## src/rtl/mesi_snoop_bus.sv

```systemverilog
// Shared MESI snoop bus: round-robin arbitration, snoop broadcast, response
// collection and write-back / memory sequencing for one transaction at a time.
module mesi_snoop_bus #(
  parameter int unsigned NUM_CACHES = 4,
  parameter int unsigned ADDR_W     = 32
) (
  input  logic                         clk,
  input  logic                         rst,
  input  logic [NUM_CACHES-1:0]        req_valid,
  input  logic [2*NUM_CACHES-1:0]      req_type,
  input  logic [ADDR_W*NUM_CACHES-1:0] req_addr,
  output logic [NUM_CACHES-1:0]        grant,
  output logic [NUM_CACHES-1:0]        done,
  output logic                         done_shared,
  output logic [NUM_CACHES-1:0]        snoop_read,
  output logic [NUM_CACHES-1:0]        snoop_read_excl,
  output logic [NUM_CACHES-1:0]        snoop_invalidate,
  output logic [ADDR_W-1:0]            snoop_addr,
  input  logic [NUM_CACHES-1:0]        snoop_hit,
  input  logic [NUM_CACHES-1:0]        snoop_dirty,
  output logic                         mem_req_valid,
  output logic                         mem_req_we,
  output logic [ADDR_W-1:0]            mem_req_addr,
  input  logic                         mem_req_ready,
  input  logic                         mem_resp_valid
);

  localparam int unsigned ID_W = (NUM_CACHES > 1) ? $clog2(NUM_CACHES) : 1;

  localparam logic [1:0] BUS_RD   = 2'd0;
  localparam logic [1:0] BUS_RDX  = 2'd1;
  localparam logic [1:0] BUS_UPGR = 2'd2;
  localparam logic [1:0] FLUSH    = 2'd3;

  typedef enum logic [2:0] {
    IDLE   = 3'd0,
    SNOOP  = 3'd1,
    WB     = 3'd2,
    MEM_RD = 3'd3,
    RESP   = 3'd4,
    MEM_WR = 3'd5,
    DONE   = 3'd6
  } state_t;

  state_t              state, state_d;
  logic [ID_W-1:0]     ptr, ptr_d, id, id_d, win;
  logic [1:0]          typ, typ_d;
  logic [ADDR_W-1:0]   addr, addr_d;
  logic                shared, shared_d, dirty, dirty_d;
  logic                win_found, mem_valid_d;
  logic [NUM_CACHES-1:0] others;

  // Round-robin search upward from ptr+1 with wrap.
  always_comb begin
    int unsigned idx;
    win       = '0;
    win_found = 1'b0;
    idx       = 0;
    for (int unsigned i = 1; i <= NUM_CACHES; i++) begin
      idx = 32'(ptr) + i;
      if (idx >= NUM_CACHES) idx = idx - NUM_CACHES;
      if (!win_found && req_valid[ID_W'(idx)]) begin
        win       = ID_W'(idx);
        win_found = 1'b1;
      end
    end
  end

  // Every cache except the current requester.
  always_comb begin
    others     = '1;
    others[id] = 1'b0;
  end

  always_comb begin
    state_d  = state;
    ptr_d    = ptr;
    id_d     = id;
    typ_d    = typ;
    addr_d   = addr;
    shared_d = shared;
    dirty_d  = dirty;
    case (state)
      IDLE: begin
        if (win_found) begin
          id_d     = win;
          ptr_d    = win;
          typ_d    = req_type[32'(win)*2 +: 2];
          addr_d   = req_addr[32'(win)*ADDR_W +: ADDR_W];
          shared_d = 1'b0;
          dirty_d  = 1'b0;
          state_d  = (typ_d == FLUSH) ? MEM_WR : SNOOP;
        end
      end
      SNOOP: begin
        shared_d = |(snoop_hit & others);
        dirty_d  = |(snoop_dirty & others);
        if (dirty_d)               state_d = WB;
        else if (typ == BUS_UPGR)  state_d = DONE;
        else                       state_d = MEM_RD;
      end
      WB: begin
        if (mem_req_ready) state_d = (typ == BUS_UPGR) ? DONE : MEM_RD;
      end
      MEM_RD: begin
        if (mem_req_ready) state_d = RESP;
      end
      RESP: begin
        if (mem_resp_valid) state_d = DONE;
      end
      MEM_WR: begin
        if (mem_req_ready) state_d = DONE;
      end
      DONE:    state_d = IDLE;
      default: state_d = IDLE;
    endcase
  end

  assign mem_valid_d = (state_d == WB) || (state_d == MEM_RD) || (state_d == MEM_WR);

  always_ff @(posedge clk or negedge rst) begin
    if (!rst) begin
      state         <= IDLE;
      ptr           <= ID_W'(NUM_CACHES - 1);
      id            <= '0;
      typ           <= '0;
      addr          <= '0;
      shared        <= 1'b0;
      dirty         <= 1'b0;
      done_shared   <= 1'b0;
      mem_req_valid <= 1'b0;
      mem_req_we    <= 1'b0;
      mem_req_addr  <= '0;
    end else begin
      state         <= state_d;
      ptr           <= ptr_d;
      id            <= id_d;
      typ           <= typ_d;
      addr          <= addr_d;
      shared        <= shared_d;
      dirty         <= dirty_d;
      done_shared   <= (state_d == DONE) && shared_d;
      mem_req_valid <= mem_valid_d;
      mem_req_we    <= (state_d == WB) || (state_d == MEM_WR);
      mem_req_addr  <= mem_valid_d ? addr_d : '0;
    end
  end

  // Grant is decided in IDLE and suppressed while reset is held.
  assign grant = (state == IDLE && win_found && rst) ? (NUM_CACHES'(1) << win) : '0;
  assign done  = (state == DONE) ? (NUM_CACHES'(1) << id) : '0;

  assign snoop_read       = (state == SNOOP && typ == BUS_RD)   ? others : '0;
  assign snoop_read_excl  = (state == SNOOP && typ == BUS_RDX)  ? others : '0;
  assign snoop_invalidate = (state == SNOOP && typ == BUS_UPGR) ? others : '0;
  assign snoop_addr       = addr;

endmodule

```

## config.mk

```make
export PLATFORM = sky130hd
export DESIGN_NAME = mesi_snoop_bus
export DESIGN_NICKNAME = d
export VERILOG_FILES = /design/src/rtl/mesi_snoop_bus.sv
export SDC_FILE = /design/constraint.sdc
export NUM_CORES = 1
export LEC_CHECK = 0
export CORE_ASPECT_RATIO = 0.7
export CORE_UTILIZATION = 40
export DETAILED_ROUTE_END_ITERATION = 10
export PLACE_DENSITY = 0.83
export SLEW_MARGIN = 30
export SYNTH_ARGS = -nofsm -noshare
export SYNTH_HDL_FRONTEND = slang
export SYNTH_SLANG_ARGS = --single-unit
```

## constraint.sdc

```tcl
create_clock -name clk -period 3.7 [get_ports clk]
set_input_delay 0.925 -clock clk [delete_from_list [all_inputs] [get_ports clk]]
set_output_delay 0.925 -clock clk [all_outputs]
set_load 0.005 [all_outputs]
```

==> results list, run 1 <==
- Y dimension of the die: 90.2 um
- Residual DRC count: 0
- Mapped cell area: 4440 um2
* Clk pin slew, worst setup/hold paths: 0.06 ns
- The worst setup path is captured at an output port.
- Final Core Density: 69.3%
- After layout, the worst path uses 98.2% of the clock period.
- During synthesis, Yosys emitted a total of 0 warnings.
- Mean Syn Cell Area: 10.1 um2
* Area share of the largest cell type after synthesis: 42.2%
* Sequence of cells on the critical path: clkdlybuf4s50_1, or4_4, and2_4, and3_1, clkdlybuf4s50_1
- Die W: 128 um
- Cell type contributing the most total cell area after synthesis: sky130_fd_sc_hd__dfrtp_1
* Placed cells: 814
* Diode insertion count for antenna repair: 0
- Setup repair after global routing missed its margin: false
* Final WL: 15300 um
- In this run the worst hold path is classified as input pin to asynchronous set/reset pin.
- Library cell contributing the largest single delay on the critical path: sky130_fd_sc_hd__or4_4
- Number of DRC markers after the initial detailed-route iteration: 316
- Once layout is complete, the cells apart from fillers number 830.
* Vias: 4517
* Max_cap viols: 0
- The detail route stage leaves a number of antenna-violating nets equal to 0.
- Final Hold Fails: 0
* Worst Path Required: 2.77 ns
- In this run the power density over the cells is 743 nW/um2.
- Worst VDD drop: 0.337 mV
* Count of filler cells inserted in the layout: 805
- Post-layout power: 5.45 mW
* Maximum fanout encountered on the critical timing path: 6
- After synthesis the netlist holds a flip-flop and latch count of 77.
- Share of layout cells above drive strength 1: 12.5%
- Across all hold checks on the routed design, the worst slack comes to 0.463 ns.
* Share of synthesized flip-flops with an asynchronous set or reset: 100%
- Cell variety after synth: 50
- Overall overflow remaining after global route: 0
* Number of top-level design ports: 239
- The worst setup path is launched from an input pin.
- Via-per-instance ratio: 5.44
- Yosys mapped a number of flops with a built-in enable equal to 0.
- Worst setup path category: input pin to output port
- Worst setup skew after layout: 0.00680 ns
- Number of H-tree levels: 3
* Number of global-route vias before repair: 4467
- Clock tree from TritonCTS: yes
* Syn Nets: 593
* Sink Count: 77
* Layout Area Growth over Synthesis: 65.2%
* Number of CTS-inserted buffers: 9
* Final #Nets: 829
- On the worst path, the slowest cell contributes a delay of 0.55 ns.
- Input and output buffers added on the ports amount to 238.
- Max Freq: 275 MHz
* Register area: 1930 um2
- Summing all multi-input logic gate instances after layout gives 2320 um2.
- By area the synthesized netlist is led by sky130_fd_sc_hd__dfrtp_1, sky130_fd_sc_hd__a211oi_2, sky130_fd_sc_hd__mux2i_1, sky130_fd_sc_hd__o211a_1, sky130_fd_sc_hd__nor2_1.
- Area of the die: 11500 um2
- Average detailed-routed wire length per instance: 18.4 um
* Run status: finished clean
* Iteration count of the initial detailed-routing pass: 5
- For this run, the leading register cell type out of synthesis is sky130_fd_sc_hd__dfrtp_1.
- Setup violations remaining at the end of the flow were counted as 0.
* Global-route wire length before repair: 23600 um
- The analysis attributes to cell leakage a power of 3.29 nW.
- Buffer and inverter count on the worst path: 2
- Core area: 10600 um2
* Slew Limit Headroom: 56.2%
- The congestion estimate from routability-driven global placement came to 0.901.
- CP delay by family, top: simple AND/OR/NAND/NOR gates
- The tree is rooted in a sky130_fd_sc_hd__clkbuf_16.
- The number of antenna violations at the first check in global routing is 1.
- Summing the sequential cell areas from Yosys gives 43.4% of the chip area.
* Deepest clock path buffer count: 2
* Max Transition Viols Final: 0
* Most used cell along the critical path: sky130_fd_sc_hd__clkdlybuf4s50_1
- The initialized floorplan defines 31 standard-cell rows.
- Initial standard-cell utilization of the core: 42.0%
* Pin count of the biggest net entering global routing: 40
* Tmin final: 3.63 ns
- At the pin with the least slew margin, the transition time is 0.653 ns.
- Total routing resource utilization after global routing: 27.0%
- Skew-Pair Late Insertion Delay: 0.34 ns
- Arrival @ worst endpoint: 2.71 ns
- Hpwl dp: 11800 um
- After technology mapping, the gate count stands at 441.
==> state kept, by name (all words and copies together) (netlist names) <==
| register | count |
|---|---|
| mem_req_valid | 1 |
| mem_req_addr | 32 |
| state | 3 |
| snoop_addr | 32 |
| shared | 1 |
| typ | 2 |
| ptr | 2 |
| id | 2 |
| done_shared | 1 |
| mem_req_we | 1 |
==> per-stage QoR <==
stage / instance area (um2) / setup TNS (ns) / setup WS [ns]
after detailed placement: 7020 / -0.111 / -0.0551
after global routing: 7340 / 0 / 0.0151
after CTS: 7330 / 0 / 0.00626
final: 7340 / 0 / 0.0676
after global placement: 7020 / -0.0234 / -0.0120
after floorplan: 4440 / 0 / 0.352
==> worst paths after layout <==
| kind | from | end | slack [ns] | depth (start not counted) |
|---|---|---|---|---|
| worst min-delay path | rst | snoop_addr[28] | 0.46 | 1 |
| max in group asynchronous | rst | mem_req_addr[14] | 2.50 | 2 |
| min in group clk | snoop_addr[31] | snoop_addr[31] | 0.54 | 2 |
| worst max-delay path | req_valid[3] | grant[2] | 0.07 | 5 |
| worst max register to register | state[1] | mem_req_addr[0] | 0.89 | 7 |
| worst min register to register | snoop_addr[31] | snoop_addr[31] | 0.54 | 2 |
==> power breakdown <==
part           total [mW]  internal, mW  switching [mW]
clock network       0.897         0.544           0.354
registers            1.49          1.22           0.267
logic                3.06          1.53            1.53
total                5.45          3.30            2.15
==> timing repair <==
item,4_1_cts,5_1_grt
endpoints found under the setup margin,4,3
resized for setup,3,3
pin swaps,1,1
buffers inserted,0,0
hold buffers,0,0
==> metal layers <==
| metal | vias to the layer above | wire [um] | track usage (%) |
|---|---|---|---|
| li1 | 2102 | - | - |
| met1 | 2184 | 6220 | 33.0 |
| met2 | 194 | 7390 | 44.4 |
| met3 | 37 | 1140 | 7.68 |
| met4 | 0 | 516 | 11.6 |
| met5 | - | 0 | 0 |
==> cell usage in the layout, fill, tap and decap left out, types with 9 or more instances in the layout <==
cell / instances
sky130_fd_sc_hd__clkdlybuf4s50_1: 234
sky130_fd_sc_hd__and3_1: 9
sky130_fd_sc_hd__dfrtp_1: 75
sky130_fd_sc_hd__mux2i_1: 35
sky130_fd_sc_hd__o211a_1: 32
sky130_fd_sc_hd__a21oi_1: 10
sky130_fd_sc_hd__clkbuf_16: 9
sky130_fd_sc_hd__nand2_1: 15
sky130_fd_sc_hd__buf_4: 24
sky130_fd_sc_hd__o21ai_0: 11
sky130_fd_sc_hd__nor2_1: 82
sky130_fd_sc_hd__a22oi_1: 32
sky130_fd_sc_hd__a211oi_2: 28
==> layout make-up <==
class	instances	area share (%)
inverters	5	0.256
repair buffers	262	35.1
flip-flops and latches	77	26.3
clock buffers	10	3.26
multi-input cells	322	31.6
well taps	148	2.52
clock inverters	6	0.954
==> logic make-up after synthesis <==
kind of cell	synth area share [%]
AOI/OAI and AO/OA	29.4
buffers and inverters	4.87
DFF	43.4
muxes	7.88
and+or+nand+nor	14.4
==> cell usage after synthesis, types with 2 or more instances <==
cell type                  number
sky130_fd_sc_hd__o211ai_1       2
sky130_fd_sc_hd__a211o_1        2
sky130_fd_sc_hd__a21oi_1       10
sky130_fd_sc_hd__clkbuf_1      19
sky130_fd_sc_hd__a22oi_1       32
sky130_fd_sc_hd__and3_1         9
sky130_fd_sc_hd__mux2i_1       35
sky130_fd_sc_hd__a32oi_1        2
sky130_fd_sc_hd__buf_1          2
sky130_fd_sc_hd__o211a_1       32
sky130_fd_sc_hd__o31ai_1        2
sky130_fd_sc_hd__a21boi_0       3
sky130_fd_sc_hd__nor2_1        82
sky130_fd_sc_hd__nand2b_1       6
sky130_fd_sc_hd__nor3_2         2
sky130_fd_sc_hd__nand2_1       16
sky130_fd_sc_hd__o21a_1         3
sky130_fd_sc_hd__o21ai_1        2
sky130_fd_sc_hd__a21boi_1       2
sky130_fd_sc_hd__buf_4          3
sky130_fd_sc_hd__dfstp_2        2
sky130_fd_sc_hd__a211oi_1       5
sky130_fd_sc_hd__buf_6          5
sky130_fd_sc_hd__nor3_1         2
sky130_fd_sc_hd__nor2b_1        8
sky130_fd_sc_hd__nor3b_1        2
sky130_fd_sc_hd__nand3_1        3
sky130_fd_sc_hd__buf_2          8
sky130_fd_sc_hd__o21ai_0       11
sky130_fd_sc_hd__inv_1          5
sky130_fd_sc_hd__o21ba_2        2
sky130_fd_sc_hd__and2_1         3
sky130_fd_sc_hd__a211oi_2      28
sky130_fd_sc_hd__dfrtp_1       75
Power figures use the tool's default switching activity.
==> run 2: changes to the inputs <==
--- a/config.mk
+++ b/config.mk
@@ -9,6 +9,7 @@
 export CORE_UTILIZATION = 40
 export DETAILED_ROUTE_END_ITERATION = 10
 export PLACE_DENSITY = 0.83
+export RECOVER_POWER = 25
 export SLEW_MARGIN = 30
 export SYNTH_ARGS = -nofsm -noshare
 export SYNTH_HDL_FRONTEND = slang
==> run 2 against run 1 <==
  * The run now ends with max-capacitance violations, max-slew violations left
  * Power about the same
  * Design area is 0.14% lower
  * Hold slack better by 0.072 ns
  * Fmax fell by 0.12%
  * Combinational power barely moved
  * Cell count unchanged
  * Global-route usage unchanged
  * Die area is the same
  * Sequential share of layout area hardly changed
  * Worst setup slack got worse by 0.0042 ns
  * Largest power group unchanged
==> results list, run 2 (same netlist as run 1, synthesis figures left out) <==
- Average detailed-routed wire length per instance: 18.3 um (-0.35%)
- The final reports fail on max-capacitance violations, max-slew violations.
* Placed cells: 814 (unchanged)
* Pre-CTS setup slack: -0.0551 ns (unchanged)
- Max_cap viols: 1 (+1)
- The worst hold path belongs to the class flip-flop to flip-flop.
- Vias: 4515 (-0.044%)
* Post-layout power: 5.45 mW (about the same)
* Number of buffer cells added on primary ports: 238 (unchanged)
- The library cells used most frequently in the layout, excluding fill and tap cells, are sky130_fd_sc_hd__clkdlybuf4s50_1, sky130_fd_sc_hd__nor2_1, sky130_fd_sc_hd__dfrtp_1, sky130_fd_sc_hd__mux2i_1.
- The remaining number of nets flagged by the antenna check after routing came to 0 (unchanged).
* Final WL: 15200 um (-0.35%)
* Most frequent standard cell in the layout excluding fill and tap cells: sky130_fd_sc_hd__clkdlybuf4s50_1
* Deepest clock path buffer count: 2 (unchanged)
- Pin count of the biggest net entering global routing: 40 (unchanged)
- Via-per-instance ratio: 5.44 (about the same)
- Biggest cell delay along the critical path: 0.55 ns (about the same)
- The placeable core area came to 10600 um2 (unchanged).
* Share of layout cells above drive strength 1: 12.2% (-0.29 points)
- The count of placed standard cells in the final layout, fillers left out is 830 (unchanged).
* Worst setup path category: input pin to output port
- Max Transition Viols Final: 29 (+29)
- The cell sitting at the root of the clock tree is a sky130_fd_sc_hd__clkbuf_16.
* Layout Area Growth over Synthesis: 64.9%
- The final weighted congestion in routability-driven placement came to 0.901 (unchanged).
- Most used cell along the critical path: sky130_fd_sc_hd__clkdlybuf4s50_1
* Clk pin slew, worst setup/hold paths: 0.06 ns (about the same)
- Final #Nets: 829 (unchanged)
* Y dimension of the die: 90.2 um (unchanged)
- The number of primary I/O pins was 239 (unchanged).
* CP delay by family, top: simple AND/OR/NAND/NOR gates
- The row count is 31 (unchanged).
- The flow ran to the end, but the final reports show violations.
- The violation count after the first detailed-route iteration was 288 (-8.9%).
- The worst-margin pin slew came to 1.53 ns (+0.873 ns).
- The number of hold buffers added after CTS is 0 (unchanged).
- The static leakage power came to 3.28 nW (-0.24%).
- Hpwl dp: 11800 um (unchanged)
* Maximum fanout encountered on the critical timing path: 6 (unchanged)
* Worst Path Required: 2.77 ns (about the same)
* Overall overflow remaining after global route: 0 (unchanged)
- TritonCTS built the clock tree.
* Sink Count: 77 (unchanged)
* Final Setup Violations: 0 (unchanged)
- The timing-limited maximum frequency was 275 MHz (-0.12%).
- The first-pass GRT wire length came to 23600 um (unchanged).
- Initial standard-cell utilization of the core: 42.0% (unchanged)
- The total CTS buffers came to 9 (unchanged).
- Sequence of cells on the critical path: clkdlybuf4s50_1, or4_4, and2_4, and3_1, clkdlybuf4s50_1
- Arrival @ worst endpoint: 2.71 ns (about the same)
- The number of global-route vias before repair was 4467 (unchanged).
* Tmin final: 3.64 ns (+0.00421 ns)
- Setup repair after global routing missed its margin: false
* Capturing element type of the critical path: output port
* Die W: 128 um (unchanged)
- Final setup slack of the worst path: 0.0634 ns (-0.00421 ns)
* Final Hold Fails: 0 (unchanged)
* Number of antenna violations at the first check in global routing: 0 (-1)
- Area of the die: 11500 um2 (unchanged)
* Crit path launch type: input pin
* Total routing resource utilization after global routing: 27.0% (unchanged)
- The clock latency reported for the late side of the worst-skew pair is 0.33 ns (about the same).
* Worst VDD drop: 0.337 mV (about the same)
- The final worst clock skew came to 0.00587 ns (-0.000930 ns).
- The ratio of final minimum period to clock period is 98.3% (+0.11 points).
- Power density normalized to cell area: 744 nW/um2 (+0.12%)
- Number of H-tree levels: 3 (unchanged)
- The number of detailed-route iterations in the first pass is 6 (+1).
- Library cell contributing the largest single delay on the critical path: sky130_fd_sc_hd__or4_4
- Slew Limit Headroom: -1.73% (-58 points)
- The total buffers and inverters traversed by the critical path is 2 (unchanged).
* Diode insertion count for antenna repair: 0 (unchanged)
- Residual DRC count: 0 (unchanged)
[run 2: area by class of cell]
cell class                      count  area, um2
Clock buffer                       10        239
Clock inverter                      6       70.1
Fill cell                         806       3260
Inverter                            5       18.8
Multi-Input combinational cell    322       2320
Sequential cell                    77       1930
Tap cell                          148        185
Timing Repair Buffer              262       2570
[run 2: final timing paths]
| check | startpoint | to | slack (ns) | depth (start not counted) |
|---|---|---|---|---|
| max | req_valid[3] | grant[2] | 0.06 | 5 |
| min | snoop_addr[10] | snoop_addr[10] | 0.53 | 2 |
| max reg2reg | state[1] | mem_req_addr[0] | 0.88 | 7 |
| min reg2reg | snoop_addr[10] | snoop_addr[10] | 0.53 | 2 |
| max in group asynchronous | rst | id[1] | 1.01 | 2 |
| min in group asynchronous | rst | snoop_addr[28] | 0.75 | 1 |
[run 2: power by group]
group          internal, mW  leakage, nW  total (mW)  switching, mW
Clock                 0.544        0.141       0.896          0.352
Sequential             1.22        0.942        1.49          0.266
Combinational          1.53         2.20        3.06           1.53
Total                  3.30         3.28        5.45           2.15
[run 2: metrics by stage]
| step | TNS (ns) | hold WS (ns) | util [%] | instance area (um2) |
|---|---|---|---|---|
| floorplan | 0 | 0.439 | - | 4440 |
| global placement | -0.0234 | 0.507 | 66.3 | 7020 |
| detailed placement | -0.111 | 0.522 | 66.3 | 7020 |
| CTS | 0 | 0.452 | 69.2 | 7330 |
| global route | 0 | 0.555 | 69.2 | 7330 |
| finish | 0 | 0.535 | 69.2 | 7330 |
[run 2: timing repair]
item,4_1_cts,5_1_grt
gates resized for setup,3,3
buffers inserted,0,0
hold endpoints to repair,0,0
pin swaps,1,1
endpoints found under the setup margin,4,3
cloned,0,0
[run 2: metal layers]
metal / wire length [um] / GRT usage (%) / share of wire [%] / up-vias
met5: 0 / 0 / 0 / -
met4: 497 / 11.6 / 3.3 / 0
met3: 1220 / 7.68 / 8.0 / 35
met2: 7400 / 44.4 / 49 / 213
met1: 6110 / 33.0 / 40 / 2163
li1: - / - / - / 2104
[run 2: worst min-delay path: cells and delay by family (launching register included)]
kind,cells,cell delay (ns)
DFF,1,0.34
and+or+nand+nor,2,0.15
==> run 3: changes to the inputs <==
--- a/config.mk
+++ b/config.mk
@@ -5,10 +5,11 @@
 export SDC_FILE = /design/constraint.sdc
 export NUM_CORES = 1
 export LEC_CHECK = 0
+export ABC_CLOCK_PERIOD_IN_PS = 3140
 export CORE_ASPECT_RATIO = 0.7
-export CORE_UTILIZATION = 40
+export CORE_UTILIZATION = 36
 export DETAILED_ROUTE_END_ITERATION = 10
-export PLACE_DENSITY = 0.83
+export PLACE_DENSITY = 0.79
 export RECOVER_POWER = 25
 export SLEW_MARGIN = 30
 export SYNTH_ARGS = -nofsm -noshare
==> constraint.sdc (replaced) <==
create_clock -name clk -period 3.14 [get_ports clk]
set_input_delay 0.785 -clock clk [delete_from_list [all_inputs] [get_ports clk]]
set_output_delay 0.785 -clock clk [all_outputs]
set_load 0.005 [all_outputs]
==> run 3 against run 2 <==
  * The run still ends with max-capacitance violations, max-slew violations left
  * Non-clock buffer count increased by 8
  * Flip-flop and latch count unchanged
  * Core utilization decreased by 6.5 points
  * Routed wire length decreased by 2.3%
  * Worst setup slack got worse by 0.030 ns
  * Via count decreased by 1.1%
  * Largest cell class unchanged
  * Largest power group unchanged
==> results list, run 3 (same netlist as run 1, synthesis figures left out) <==
* Total routing resource utilization after global routing: 23.3% (-3.7 points)
- The number of detailed-route iterations in the first pass came to 4 (-2).
* Power density normalized to cell area: 867 nW/um2 (+17%)
- Max Freq: 322 MHz
- Share of layout cells above drive strength 1: 13.9% (+1.7 points)
* Vias: 4465 (-1.1%)
- The net load switching power was 2.51 mW (+17%).
* Y dimension of the die: 95.0 um (+5.3%)
- The final-report hold violation count was 0 (unchanged).
* Max Transition Viols Final: 67 (+130%)
* Final WL: 14900 um (-2.3%)
* Skew-Pair Late Insertion Delay: 0.33 ns (about the same)
* Layout Area Growth over Synthesis: 67.2%
- Worst VDD drop: 0.399 mV (+19%)
- Clock tree from TritonCTS: yes
* Violated checks: max-capacitance violations, max-slew violations
* Sequence of cells on the critical path: clkdlybuf4s50_1, or4_4, and2_4, and3_1, clkdlybuf4s15_1
- GRT met3 Usage: 6.07% (-1.6 points)
- Die W: 135 um (+5.3%)
- The number of buffers between clock root and the deepest sink came to 2 (unchanged).
- The number of hold buffers added after CTS came to 0 (unchanged).
* Hpwl dp: 11200 um (-4.9%)
* Number of top-level design ports: 239 (unchanged)
* Worst Path Required: 2.35 ns (-0.42 ns)
- Placed instance area: 7110 um2 (+1.3%)
- Last weighted congestion value of the routability-driven placer: 0.911 (+1.1%)
- Biggest cell delay along the critical path: 0.54 ns (about the same)
- Kind of path behind the tightest hold check: flip-flop to flip-flop
- Combinational fraction of design power: 57.2% (+1.0 points)
- Number of global-route vias before repair: 4488 (+0.47%)
- Number of CTS-inserted buffers: 9 (unchanged)
- Setup repair after global routing left no endpoint under its margin.
- The part of the total power dissipated in the clock network is 15.5% (-0.9 points).
* Capturing element type of the critical path: output port
* Design Area, Final: 7430 um2 (+1.3%)
- The met2 layer usage reported by global route was 40.7% (-3.8 points).
* Number of H-tree levels: 3 (unchanged)
- The layer flagged by global routing as most heavily used is met2.
* Sink Count: 77 (unchanged)
- Run status: finished, violations left
- The die area was 12800 um2 (+11%).
* Crit path launch type: input pin
* Number of DRC markers after the initial detailed-route iteration: 223 (-23%)
- The final number of setup-violating endpoints came to 0 (unchanged).
- Number of antenna violations at the first check in global routing: 0 (unchanged)
- The worst slew margin relative to its limit is -8.15% (-6.4 points).
* Pin count of the biggest net entering global routing: 67 (+68%)
* Switching part of the total: 38.9% (-0.52 points)
- On the critical path, the stage with the largest delay is an instance of sky130_fd_sc_hd__or4_4.
- The post-detailed-route DRC marker count came to 0 (unchanged).
- Most frequent standard cell in the layout excluding fill and tap cells: sky130_fd_sc_hd__clkdlybuf4s50_1
- The worst-margin pin slew came to 1.62 ns (+0.0962 ns).
* Max_cap viols: 1 (unchanged)
- The first-pass GRT wire length came to 22600 um (-4.1%).
- Num rows: 33 (+6.5%)
- The total power after layout was 6.44 mW (+18%).
- Core area: 11900 um2 (+12%)
- The library cells used most frequently in the layout, excluding fill and tap cells, are sky130_fd_sc_hd__clkdlybuf4s50_1, sky130_fd_sc_hd__nor2_1, sky130_fd_sc_hd__dfrtp_1, sky130_fd_sc_hd__mux2i_1.
- Maximum fanout encountered on the critical timing path: 5 (-1)
- Arrival @ worst endpoint: 2.32 ns (-0.39 ns)
* Average detailed-routed wire length per instance: 17.6 um (-4.2%)
* Worst setup path category: input pin to output port
- Met1 routing resource usage after global routing: 28.2% (-4.8 points)
- The number of inserted diodes is 0 (unchanged).
- The ratio of routed vias to standard cells came to 5.27 (-3.1%).
* Proportion of power drawn by flip-flops and latches: 27.3% (about the same)
- After layout, the worst path uses 98.9% of the clock period.
* P_leak: 3.31 nW (+1.0%)
- Buffer and inverter count on the worst path: 2 (unchanged)
- After layout, the minimum clock period comes to 3.11 ns.
- In this run the clock root is driven by a sky130_fd_sc_hd__clkbuf_16.
* Overall overflow remaining after global route: 0 (unchanged)
* Worst setup skew after layout: 0.00872 ns (+0.00285 ns)
- Antenna Nets Post-Route: 0 (unchanged)
- CP delay by family, top: simple AND/OR/NAND/NOR gates
- The effective utilization at floorplan came to 37.5% (-4.5 points).
- Clk pin slew, worst setup/hold paths: 0.06 ns (about the same)
- The number of port buffers was 238 (unchanged).
- Int Pwr: 3.93 mW (+19%)
* Final #Nets: 837 (+0.97%)
run 3: repair_timing:
action,CTS,global route
buffers inserted,1,1
pin swaps,3,2
setup endpoints to repair,4,6
hold endpoints to repair,0,0
resized for setup,13,7
run 3: worst reg2reg max path, delay by kind of cell, from the launching register on:
| kind | cells | cell delay (ns) |
|---|---|---|
| buffers and inverters | 2 | 0.33 |
| muxes | 1 | 0.26 |
| AOI/OAI and AO/OA | 4 | 0.98 |
| DFF | 1 | 0.64 |
| and+or+nand+nor | 1 | 0.12 |
run 3: metrics by stage:
stage	hold WS [ns]	worst slack [ns]	utilization (%)	TNS, ns	cells
after floorplan	0.439	0.0722	-	0	441
after global placement	0.490	-0.351	60.0	-1.25	829
after detailed placement	0.506	-0.393	60.0	-2.54	829
after CTS	0.447	0.0170	62.6	0	846
after global routing	0.555	0.0205	62.7	0	847
final	0.515	0.0338	62.7	0	847
run 3: layout make-up:
type	instances	area, um2
clock buffer	11	253
clock inverter	5	42.5
fill	960	4420
inverter	5	18.8
multi-input combinational	322	2330
sequential	77	1930
tap	157	196
timing repair buffer	270	2650
run 3: per-layer routing:
metal,vias up,part of all wire [%]
met2,181,48
met3,23,7.7
met5,-,0
met4,0,1.9
li1,2111,-
met1,2150,42
run 3: final timing paths:
path | cells after the start | endpoint | start | slack [ns]
max in group asynchronous | 2 | mem_req_addr[7] | rst | 0.92
worst min-delay path | 2 | shared | shared | 0.52
worst max register to register | 8 | mem_req_addr[0] | ptr[1] | 0.68
min in group asynchronous | 2 | typ[0] | rst | 0.82
worst min register to register | 2 | shared | shared | 0.52
worst max-delay path | 5 | grant[2] | req_valid[3] | 0.03
run 3: power groups by stage:
stage	Sequential [mW]	Combinational, mW	Clock, mW
6_report	1.76	3.68	1.00
5_1_grt	1.81	3.98	1.06
4_1_cts	1.75	3.70	1.03
3_5_place_dp	1.76	3.67	0
3_3_place_gp	1.74	3.57	0
2_1_floorplan	1.67	2.11	0
